## src/rtl/sram_arb.sv

```systemverilog
`default_nettype none
// ============================================================================
//  Module      : sram_arb
//  Description : Two-port arbiter/sequencer in front of the byte-wide async
//                SRAM controller. Shares it between a 32-bit CPU port (A,
//                word access with byte selects) and an 8-bit DMA port (B).
//                Each grant is split into byte cycles on the go/busy
//                handshake; one ack pulse is returned per access.
//  Revision    : 1.0 - initial release
// ============================================================================
module sram_arb (
    input  logic        clk,
    input  logic        rst,
    // CPU port (A)
    input  logic        a_req,
    input  logic        a_we,
    input  logic [14:0] a_adr,
    input  logic [3:0]  a_sel,
    input  logic [31:0] a_wdat,
    output logic [31:0] a_rdat,
    output logic        a_ack,
    // DMA port (B)
    input  logic        b_req,
    input  logic        b_we,
    input  logic [16:0] b_adr,
    input  logic [7:0]  b_wdat,
    output logic [7:0]  b_rdat,
    output logic        b_ack,
    // SRAM controller side
    output logic        m_go,
    output logic        m_wr,
    output logic [16:0] m_adr,
    output logic [7:0]  m_dat,
    input  logic        m_busy,
    input  logic [7:0]  m_rdt
);

    localparam logic [1:0] C_IDLE  = 2'd0;
    localparam logic [1:0] C_ISSUE = 2'd1;
    localparam logic [1:0] C_WAIT  = 2'd2;
    localparam logic [1:0] C_ACK   = 2'd3;

    // {valid, lane} of the lowest selected lane
    function automatic logic [2:0] f_first(input logic [3:0] sel);
        f_first = 3'b000;
        for (int i = 3; i >= 0; i--) begin
            if (sel[i]) f_first = {1'b1, i[1:0]};
        end
    endfunction

    // {valid, lane} of the lowest selected lane strictly above 'lane'
    function automatic logic [2:0] f_next(input logic [3:0] sel, input logic [1:0] lane);
        f_next = 3'b000;
        for (int i = 3; i >= 0; i--) begin
            if (sel[i] && (i > int'(lane))) f_next = {1'b1, i[1:0]};
        end
    endfunction

    function automatic logic [7:0] f_byte(input logic [31:0] d, input logic [1:0] lane);
        f_byte = d[{lane, 3'b000} +: 8];
    endfunction

    logic [1:0]  r_state;
    logic        r_last;     // port granted on the last tie: 1 = B
    logic        r_port;     // port currently granted: 1 = B
    logic        r_we;
    logic [14:0] r_wadr;
    logic [31:0] r_wdat;
    logic [3:0]  r_sel;
    logic [1:0]  r_lane;
    logic [31:0] r_rbuf;
    logic        r_go;
    logic        r_wr;
    logic [16:0] r_madr;
    logic [7:0]  r_mdat;
    logic        r_a_ack;
    logic        r_b_ack;
    logic [31:0] r_a_rdat;
    logic [7:0]  r_b_rdat;

    logic        w_any;
    logic        w_tie;
    logic        w_pick_b;
    logic        w_in_we;
    logic [31:0] w_in_wdat;
    logic [3:0]  w_in_sel;
    logic [2:0]  w_first;
    logic [16:0] w_in_madr;
    logic [2:0]  w_next;
    logic [31:0] w_merged;

    // Grant selection and the byte-lane bookkeeping for the active access
    always_comb begin
        w_any     = a_req | b_req;
        w_tie     = a_req & b_req;
        w_pick_b  = b_req & (~a_req | ~r_last);
        w_in_we   = w_pick_b ? b_we : a_we;
        w_in_wdat = w_pick_b ? {24'h00_0000, b_wdat} : a_wdat;
        w_in_sel  = w_pick_b ? 4'b0001 : a_sel;
        w_first   = f_first(w_in_sel);
        w_in_madr = w_pick_b ? b_adr : {a_adr, w_first[1:0]};
        w_next    = f_next(r_sel, r_lane);
        w_merged  = r_rbuf;
        w_merged[{r_lane, 3'b000} +: 8] = m_rdt;
    end

    // Arbitration / byte sequencing FSM with registered outputs
    always_ff @(posedge clk or posedge rst) begin
        if (rst) begin
            r_state  <= C_IDLE;
            r_last   <= 1'b1;
            r_port   <= 1'b0;
            r_we     <= 1'b0;
            r_wadr   <= '0;
            r_wdat   <= '0;
            r_sel    <= '0;
            r_lane   <= '0;
            r_rbuf   <= '0;
            r_go     <= 1'b0;
            r_wr     <= 1'b0;
            r_madr   <= '0;
            r_mdat   <= '0;
            r_a_ack  <= 1'b0;
            r_b_ack  <= 1'b0;
            r_a_rdat <= '0;
            r_b_rdat <= '0;
        end else begin
            r_go    <= 1'b0;
            r_a_ack <= 1'b0;
            r_b_ack <= 1'b0;
            case (r_state)
                C_IDLE: begin
                    // The controller may still be finishing a cycle cut short by reset
                    if (!m_busy && w_any) begin
                        r_port <= w_pick_b;
                        if (w_tie) r_last <= w_pick_b;
                        r_we   <= w_in_we;
                        r_wadr <= a_adr;
                        r_wdat <= w_in_wdat;
                        r_sel  <= w_in_sel;
                        r_rbuf <= '0;
                        if (w_first[2]) begin
                            r_lane  <= w_first[1:0];
                            r_go    <= 1'b1;
                            r_wr    <= w_in_we;
                            r_madr  <= w_in_madr;
                            r_mdat  <= f_byte(w_in_wdat, w_first[1:0]);
                            r_state <= C_ISSUE;
                        end else begin
                            // No lanes selected (A only): complete without an SRAM cycle
                            r_a_ack <= 1'b1;
                            if (!a_we) r_a_rdat <= '0;
                            r_state <= C_ACK;
                        end
                    end
                end
                C_ISSUE: begin
                    r_state <= C_WAIT;
                end
                C_WAIT: begin
                    if (!m_busy) begin
                        if (!r_we) begin
                            if (r_port) r_b_rdat <= m_rdt;
                            else        r_rbuf   <= w_merged;
                        end
                        if (w_next[2]) begin
                            // Only port A can have further lanes
                            r_lane  <= w_next[1:0];
                            r_go    <= 1'b1;
                            r_madr  <= {r_wadr, w_next[1:0]};
                            r_mdat  <= f_byte(r_wdat, w_next[1:0]);
                            r_state <= C_ISSUE;
                        end else begin
                            if (r_port) begin
                                r_b_ack <= 1'b1;
                            end else begin
                                r_a_ack <= 1'b1;
                                if (!r_we) r_a_rdat <= w_merged;
                            end
                            r_state <= C_ACK;
                        end
                    end
                end
                default: begin
                    r_state <= C_IDLE;
                end
            endcase
        end
    end

    assign a_rdat = r_a_rdat;
    assign a_ack  = r_a_ack;
    assign b_rdat = r_b_rdat;
    assign b_ack  = r_b_ack;
    assign m_go   = r_go;
    assign m_wr   = r_wr;
    assign m_adr  = r_madr;
    assign m_dat  = r_mdat;

endmodule
`default_nettype wire

```

## config.mk

```make
export PLATFORM = sky130hd
export DESIGN_NAME = sram_arb
export DESIGN_NICKNAME = d
export VERILOG_FILES = /design/src/rtl/sram_arb.sv
export SDC_FILE = /design/constraint.sdc
export NUM_CORES = 1
export LEC_CHECK = 0
export ABC_CLOCK_PERIOD_IN_PS = 14500
export BUFFER_PORTS_ARGS = -buffer_cell sky130_fd_sc_hd__buf_2
export CAP_MARGIN = 20
export CELL_PAD_IN_SITES_DETAIL_PLACEMENT = 2
export CELL_PAD_IN_SITES_GLOBAL_PLACEMENT = 2
export CORE_UTILIZATION = 36
export DETAILED_ROUTE_END_ITERATION = 6
export PLACE_DENSITY_LB_ADDON = 0.1
export SETUP_SLACK_MARGIN = 0.2
export SLEW_MARGIN = 20
export SYNTH_ARGS = -nofsm -noshare
export SYNTH_HDL_FRONTEND = slang
export SYNTH_SLANG_ARGS = --single-unit
```

## constraint.sdc

```tcl
create_clock -name clk -period 14.5 [get_ports clk]
set_input_delay 4.35 -clock clk [delete_from_list [all_inputs] [get_ports clk]]
set_output_delay 4.35 -clock clk [all_outputs]
set_load 0.02 [all_outputs]
```

# Word-level counts from Yosys, hierarchy flattened
# Cells that the tools add are included.
[totals]
regBits = 159
inputBits = 91
output_inout_bits = 69
elab_cells = 119
[op_classes]
n_addsub = 1
magnitude_cmp = 3
n_eq_ne = 11
shifts = 4
muxes = 60
bitwise = 8
n_reduce_logical = 15
[op_table]
columns = ["operator", "count"]
rows = [
  ["32-bit two-way mux", 12],
  ["32-bit one-hot mux with 2 select lines", 2],
  ["17-bit two-way mux", 5],
  ["32-bit by 6-bit variable part select with 8-bit output", 2],
  ["17-bit one-hot mux with 2 select lines", 1],
  ["32-bit bitwise mux", 1],
  ["8-bit two-way mux", 4],
  ["8-bit by 7-bit variable shift with 32-bit output (first input constant)", 1],
  ["8-bit by 7-bit variable part select with 32-bit output", 1],
  ["3-bit two-way mux", 7],
  ["2-bit inequality test (second input constant)", 9],
  ["2-bit two-way mux", 8],
  ["8-bit one-hot mux with 2 select lines", 1],
  ["1-bit two-way mux", 14],
  ["5-bit AND reduction", 2],
  ["8-bit AND reduction", 1],
  ["5-bit negation with 7-bit output", 1],
  ["2-bit one-hot mux with 3 select lines", 1],
  ["3-bit AND reduction", 2],
  ["2-bit > comparator (first input constant)", 2],
  ["1-bit logical AND", 4],
  ["4-bit two-way mux", 1],
  ["1-bit NOT", 4],
  ["1-bit one-hot mux with 2 select lines", 2],
  ["11 further kinds", 14],
]

# Longest topological paths before layout
# Gate-level depths: netlist of the first run.
[logic_depth]
depth_word = 12
depth_mapped = 9
ltp_nobuf = 7

# Worst setup path before layout of the first run
# Ideal clock, no wire load.
[synth_path]
path_kind = "in2reg"
startpoint = "in m_busy"
endpoint = "reg r_wadr[0]"
setup_ns = 0.117
arrival_ns = 5.518
required_time_ns = 14.383
setup_slack_ns = 8.865
stages = 7
path_buffers = 3
path_cell_list = "or2_1 > buf_2 > or3_1 > clkbuf_1 > buf_2 > nand2_1 > nand2_1"
[synth_between]
elab_chain_len = 3
[synth_lines]
columns = ["element", "line_no", "text"]
rows = [
  ["start: declaration", "34", "input logic m_busy,"],
  ["1-bit logical NOT", "-", ""],
  ["1-bit logical AND", "134", "if (!m_busy && w_any) begin"],
  ["2-bit AND reduction (no line)", "-", ""],
  ["end signal: assignment", "138", "r_wadr <= a_adr;"],
  ["end: declaration", "67", "logic [14:0] r_wadr;"],
]
# Every way passes these cells.
# A chain may end at the register's enable or synchronous reset.

# Worst setup path after layout of the first run
[layout_path]
startpoint = "in b_req"
endpoint = "reg r_lane[1]"
[layout_between]
elab_chain_len = 9
elab_cells_between_ends = 14
cone_classes = "eq/ne: 2; mux: 8; bitwise: 2; reduce/logical: 2"
[layout_lines]
columns = ["element", "line_no", "text"]
rows = [
  ["start: declaration", "23", "input logic b_req,"],
  ["1-bit AND", "96", "w_pick_b = b_req & (~a_req | ~r_last);"],
  ["4-bit two-way mux", "99", "w_in_sel = w_pick_b ? 4'b0001 : a_sel;"],
  ["3-bit two-way mux (4 in a row)", "47", "if (sel[i]) f_first = {1'b1, i[1:0]};"],
  ["2-bit two-way mux", "142", "if (w_first[2]) begin"],
  ["2-bit two-way mux", "134", ""],
  ["2-bit one-hot mux with 2 select lines", "131", "case (r_state)"],
  ["end signal: assignment", "143", "r_lane <= w_first[1:0];"],
  ["end signal: assignment", "168", "r_lane <= w_next[1:0];"],
  ["end: declaration", "70", "logic [1:0] r_lane;"],
]
# Parallel ways exist; a longest one is shown, timed or not. The select of a mux whose other input is x is not followed.

==> metrics.csv, run 1 <==
metric;value;unit
vias;6717;
overflow;0;
p_leak;0.00471;µW
initial_core_util;37.2;%
cts.hold.buffers_added;0;
cts_post_setup_buffers_inserted;0;
drtIter0Drc;266;
post-place-ws;7150;ps
ys_top_cells_by_count;nand2_1 (190), dfrtp_1 (155), a21oi_1 (73);
synth_area;0.00759;mm²
synthCells;802;
cts_tree;built;
rows;52;
ys.flop_type;dfrtp_1;
multi_input_area;0.00343;mm²
synth_edf_count;0;
ir_drop;0.0847;mV
p_per_area;194;mW/mm²
hold_viol_final;0;
synth_top_area_share;51.1;%
critPathLaunchType;input port;
setup_violations;0;
clock_path_buffers;2;
antenna_left;0;
hpwl;17.6;mm
post_drt_wl_per_cell;21.3;µm
end_kind;register;
clockRootBuffer;clkbuf_16;
syn-num-nets;900;
crit_fanout;52;
finalClockSkew;15.3;ps
via_per_inst;5.51;
rsz0062_at_grt;false;
r2r_setup_slack;11260;ps
numPortBuffers;159;
area_growth;21.9;%
grt_max_degree;81;
outcome;finished clean;
utilization;45.3;%
htree_levels;4;
routed_wl;25.9;mm
yosysMostFrequentCell;nand2_1;
fin_ws;8140;ps
drive_gt1_share;26.7;%
cap_violations;0;
die-width;147;µm
n_fill_cell;2244;
seq_area;0.00391;mm²
core-area;0.0204;mm²
worstPathRequired;14810;ps
arrival;6670;ps
tns;0;ps
worstSkewPairLatency;430;ps
clock-sinks;156;
worstMarginPinSlew;1030;ps
yosysSeqAreaShare;51.4;%
synth_area_leaders;dfrtp_1 (51%), nand2_1 (9.4%), a21oi_1 (4.8%);
yosysTopAreaCell;dfrtp_1;
nets;1033;
min_period_over_period;43.9;%
startpoint;b_req;
clk_pin_slew_worst_paths;70;ps
ios;160;
cts.repair.resized;0;
gp_congestion;0.797;
drv_slew;0;
grt_usage;24.9;%
fin_crit;6360;ps
maxSlewHeadroom;31.0;%
max_freq;157;MHz
ys_types;61;
dr.pass1.iters;4;
ys_ff_latch;156;
ys_async_sr_fraction;100;%
grt_pass1_vias;7486;
path_class;in -> reg;
avgSynthCellArea;9.47;µm²
reg2reg_from;r_lane[0]$_DFFE_PP0P_;
hold_slack;468;ps
stdcell_count;1219;
hold_path.startpoint;r_wdat[16]$_DFFE_PP0P_;
fp.dieArea;0.0217;mm²
synth.yosys.warnings;0;
numPlacedInstances;1184;
antenna_found_initial;4;
drc_errors;0;
die_y;147;µm
grt_pass1_wl;41.7;mm
numCtsBuffers;17;
hold_class;reg -> reg;
## worst paths after layout
path                                          end  cells past startpoint
setup / recovery            r_lane[1]$_DFFE_PP0P_                      8
hold / removal             r_wdat[16]$_DFFE_PP0P_                      2
setup reg to reg            r_lane[1]$_DFFE_PP0P_                      8
hold reg to reg            r_wdat[16]$_DFFE_PP0P_                      2
max in group asynchronous  r_rbuf[19]$_DFFE_PP0P_                      3
min in group asynchronous  a_rdat[10]$_DFFE_PP0P_                      2
## stage by stage
stage                     power [µW]  area (µm²)
after floorplan                 1080        7590
after global placement          1260        8560
after detailed placement        1310        8590
after CTS                       1800        9210
after global routing            1900        9250
final                           1790        9260
## cell families after synthesis
logic type | after synthesis | share of synthesized area, %
DFF | 156 | 51.4
AOI/OAI and AO/OA | 225 | 20.4
and+or+nand+nor | 322 | 19.4
xor gates and xnor gates | 1 | 0.115
muxes | 27 | 3.71
adders and majority gates | 7 | 1.15
buffers and inverters | 64 | 3.84
## layer usage
metal	track usage [%]	up-vias	routed length (µm)
met5	0	-	25
met4	6.91	4	354
met3	4.60	30	1020
met2	45.1	143	13600
met1	30.0	3493	10900
li1	-	3047	-
## state kept, by name (all words and copies together), names as in the netlist, 2 cells and up
| name | flops |
|---|---|
| m_adr | 17 |
| r_state | 2 |
| b_rdat | 8 |
| a_rdat | 32 |
| r_rbuf | 32 |
| m_dat | 8 |
| r_wadr | 15 |
| r_lane | 2 |
| r_wdat | 30 |
| r_sel | 3 |
## layout make-up
| type | count | area share (%) |
|---|---|---|
| inverter | 8 | 0.379 |
| tap | 270 | 3.65 |
| multi-input combinational | 582 | 37.1 |
| timing repair buffer | 170 | 9.94 |
| antenna | 1 | 0.0270 |
| clock inverter | 11 | 1.68 |
| sequential | 156 | 42.2 |
| clock buffer | 21 | 5.08 |
## cells in the final DEF (no fill, tap or decap), types with 4 or more instances in the layout
| cell type | instances |
|---|---|
| ha_1 | 7 |
| clkbuf_16 | 17 |
| nor3_1 | 8 |
| o221a_2 | 4 |
| o31ai_2 | 9 |
| o21ai_0 | 31 |
| buf_4 | 6 |
| nor2_2 | 11 |
| o21ai_1 | 6 |
| inv_6 | 5 |
| buf_2 | 160 |
| o31ai_1 | 10 |
| nand2b_1 | 4 |
| mux2i_1 | 18 |
| nor2_1 | 30 |
| nor2b_1 | 32 |
| a31oi_1 | 7 |
| a21oi_1 | 73 |
| mux2_2 | 9 |
| a22o_1 | 29 |
| dfrtp_1 | 155 |
| nand2_1 | 190 |
| a21o_1 | 24 |
| a211oi_1 | 8 |
| inv_1 | 7 |
| nand3_1 | 28 |
## worst max-delay path, stage by stage
cell and delay, ps:
buf_2 120, a21bo_2 180, buf_4 490, nand2_1 230, a22oi_2 450, buf_4 410, inv_1 110, mux2_2 280
## power by group
| group | internal [µW] | switching, µW |
|---|---|---|
| Clock | 288 | 192 |
| Combinational | 219 | 441 |
| Sequential | 565 | 87.5 |
| Total | 1070 | 721 |
No activity file was read; power rests on OpenSTA's default activity.
==> inputs of run 2 (changes only) <==
Settings changed: ABC_AREA from default to 1, ABC_CLOCK_PERIOD_IN_PS 14500 to 6500, CORE_UTILIZATION 36 to 31.
Clock period 14.5 ns to 6.5 ns, I/O delays scaled along.
==> run 2 against run 1 <==
Against the previous run: non-clock buffer count down 2; utilization down 6.6 points; clock skew about the same; clock power up 120%; largest power group unchanged; highest routed layer unchanged.
==> metrics.csv, run 2 <==
metric;value;unit;change
reg2reg_to;a_rdat[21]$_DFFE_PP0P_;;was r_lane[1]$_DFFE_PP0P_
worstRegToRegCells;10;;was 8
nets;1258;;was 1033
drc_errors;0;;unchanged
synthSimpleGateAreaFrac;27.0;%;was 19.4%
cp_common_cell;nand2_1;;was buf_4
path_delay_family;simple AND/OR/NAND/NOR gates;;was buffers and inverters
fin_crit;3960;ps;
use_met1;30.1;%;was 30.0%
min_period_over_period;60.9;%;
rows;57;;was 52
yosysTopAreaCell;dfrtp_1;;unchanged
ys_top_cells_by_count;nand2_1 (362), dfrtp_1 (157), nand3_1 (105);;was nand2_1 (190), dfrtp_1 (155), a21oi_1 (73)
hpwl;18.9;mm;was 17.6 mm
rsz0062_at_grt;false;;unchanged
grt_usage;22.3;%;was 24.9%
clock_path_buffers;2;;unchanged
slowest_delay;800;ps;was 490 ps
hold_end;a_rdat[0]$_DFFE_PP0P_;;was r_wdat[16]$_DFFE_PP0P_
reg2reg_from;r_lane[0]$_DFFE_PP0P_;;unchanged
gp_congestion;0.747;;was 0.797
htree_levels;4;;unchanged
muxShareOfSynthArea;0.286;%;was 3.71%
path_class;in -> reg;;unchanged
synth_edf_count;0;;unchanged
synth_area_leaders;dfrtp_1 (50%), nand2_1 (17%), nand3_1 (6.7%);;was dfrtp_1 (51%), nand2_1 (9.4%), a21oi_1 (4.8%)
clockRootBuffer;clkbuf_16;;unchanged
hold_class;reg -> reg;;unchanged
avgSynthCellArea;7.69;µm²;was 9.47 µm²
area_growth;20.9;%;was 21.9%
layout_common_cells;nand2_1 (362), buf_2 (159), dfrtp_1 (157), nand3_1 (105);;was nand2_1 (190), buf_2 (160), dfrtp_1 (155), a21oi_1 (73), nor2b_1 (32)
insertedDiodeCount;0;;was 1
initial_core_util;32.0;%;was 37.2%
antenna_found_initial;2;;was 4
numPortBuffers;159;;unchanged
arrival;4260;ps;was 6670 ps
outcome;finished clean;;unchanged
grtUsageMet2;36.4;%;was 45.1%
tns;0;ps;unchanged
cp.depth;10;;was 8
core-area;0.0246;mm²;was 0.0204 mm²
synth-adder-area-share;1.11;%;was 1.15%
grt_busiest_layer;met2;;unchanged
ys_types;32;;was 61
synth_area;0.00788;mm²;was 0.00759 mm²
cts.repair.resized;0;;unchanged
post_drt_wl_per_cell;18.5;µm;was 21.3 µm
yosysMostFrequentCell;nand2_1;;unchanged
synthCells;1025;;was 802
grt_pass1_vias;7995;;was 7486
clock-sinks;158;;was 156
ys.flop_type;dfrtp_1;;unchanged
drive_gt1_share;19.8;%;was 26.7%
ios;160;;unchanged
grt_util_met3;4.37;%;was 4.60%
clk_pin_slew_worst_paths;70;ps;about the same
dr.pass1.iters;6;;was 4
cts_post_setup_buffers_inserted;0;;unchanged
grt_pass1_wl;45.0;mm;was 41.7 mm
hold_viol_final;0;;unchanged
synth-compound-area-share;13.2;%;was 20.4%
drv_slew;0;;unchanged
yosysSeqAreaShare;50.2;%;was 51.4%
synth.yosys.warnings;0;;unchanged
crit_fanout;42;;was 52
p_leak;0.00508;µW;was 0.00471 µW
numCtsBuffers;17;;unchanged
synth_xor_area_share;0;%;was 0.115%
synth_top_area_share;49.9;%;was 51.1%
drtIter0Drc;305;;was 266
synth_top_family_by_area;simple AND/OR/NAND/NOR gates;;was compound AO/OA/AOI/OAI gates
ys_async_sr_fraction;100;%;unchanged
maxSlewHeadroom;31.4;%;was 31.0%
worstMarginPinSlew;1030;ps;about the same
ys_ff_latch;158;;was 156
critPathLaunchType;input port;;unchanged
routed_wl;27.7;mm;was 25.9 mm
cts_tree;built;;unchanged
fin_ws;2540;ps;was 8140 ps
max_freq;253;MHz;
cap_violations;0;;unchanged
vias;7470;;was 6717
fp.dieArea;0.0261;mm²;was 0.0217 mm²
via_per_inst;4.99;;was 5.51
p_per_area;467;mW/mm²;was 194 mW/mm²
hold_path.startpoint;a_rdat[0]$_DFFE_PP0P_;;was r_wdat[16]$_DFFE_PP0P_
post-place-ws;2090;ps;was 7150 ps
syn-num-nets;1123;;was 900
die-width;161;µm;was 147 µm
mostFrequentLayoutCell;nand2_1;;unchanged
cts.hold.buffers_added;0;;unchanged
cp_slowest_cell;nand2_1;;was buf_4
end_kind;register;;unchanged
antenna_left;0;;unchanged
crit_chain;buf_2 > nand2_1 > nand2_2 > nand2_1 > nor2_1 > nand2_1 > nand2_1 > nand2_4 > nand2_1 > o21ai_2;;was buf_2 > a21bo_2 > buf_4 > nand2_1 > a22oi_2 > buf_4 > inv_1 > mux2_2
path_buf_inv;1;;was 4
finalClockSkew;15.3;ps;about the same
whs_path_depth;2;;unchanged
setup_violations;0;;unchanged
worstPathRequired;6800;ps;was 14810 ps
grt_max_degree;90;;was 81
r2r_setup_slack;2760;ps;was 11260 ps
die_y;161;µm;was 147 µm
worstSkewPairLatency;440;ps;was 430 ps
hold_slack;469;ps;was 468 ps
ir_drop;0.215;mV;was 0.0847 mV
overflow;0;;unchanged
-- run 2: tightest hold or removal path: cells and delay by family, from the launching register on --
family	cells	cell delay (ps)
flip-flops	1	340
AND/OR/NAND/NOR	2	90
-- run 2: final cells by class --
| cell class | count | area [µm²] |
|---|---|---|
| Clock buffer | 19 | 453 |
| Clock inverter | 12 | 161 |
| Fill cell | 2970 | 15100 |
| Inverter | 106 | 403 |
| Multi-Input combinational cell | 709 | 3290 |
| Sequential cell | 158 | 3960 |
| Tap cell | 324 | 405 |
| Timing Repair Buffer | 168 | 863 |
-- run 2: where the power goes --
part           switching, µW  total [µW]  internal [µW]  leakage, µW
logic                   1380        1880            503      0.00271
registers                185        1500           1320      0.00208
clock network            442        1070            627     0.000292
total                   2010        4450           2450      0.00508
-- run 2: cell families (layout without fill, tap and decap cells) --
family          Yosys count  after routing
compound gates          184            184
fa+ha+maj                 7              7
buf+inv                 158            305
flops                   158            158
mux                       2              2
simple gates            516            516
-- run 2: per-layer routing --
| layer | part of all wire [%] | up-vias |
|---|---|---|
| met4 | 1.4 | 4 |
| met2 | 47 | 161 |
| met1 | 47 | 3706 |
| li1 | - | 3571 |
| met5 | 0.079 | - |
| met3 | 4.6 | 28 |
-- run 2: metrics by stage --
step | utilization (%) | std cells | area [µm²] | power [µW]
floorplan | - | 1025 | 7880 | 2780
global placement | 36.2 | 1465 | 8910 | 3350
detailed placement | 36.2 | 1465 | 8910 | 3410
CTS | 38.7 | 1496 | 9520 | 4510
global route | 38.7 | 1496 | 9530 | 4780
finish | 38.7 | 1496 | 9530 | 4450
-- run 2: how the worst max path moves through the flow --
stage / startpoint / to / slack [ps]
4_1_cts: a_req / a_rdat[19]$_DFFE_PP0P_ / 2540
2_1_floorplan: rst / a_ack$_DFF_PP0_ / 290
3_5_place_dp: a_req / a_rdat[19]$_DFFE_PP0P_ / 2090
3_3_place_gp: a_req / a_rdat[8]$_DFFE_PP0P_ / 2180
5_1_grt: a_req / a_rdat[21]$_DFFE_PP0P_ / 2350
6_report: a_req / a_rdat[21]$_DFFE_PP0P_ / 2540
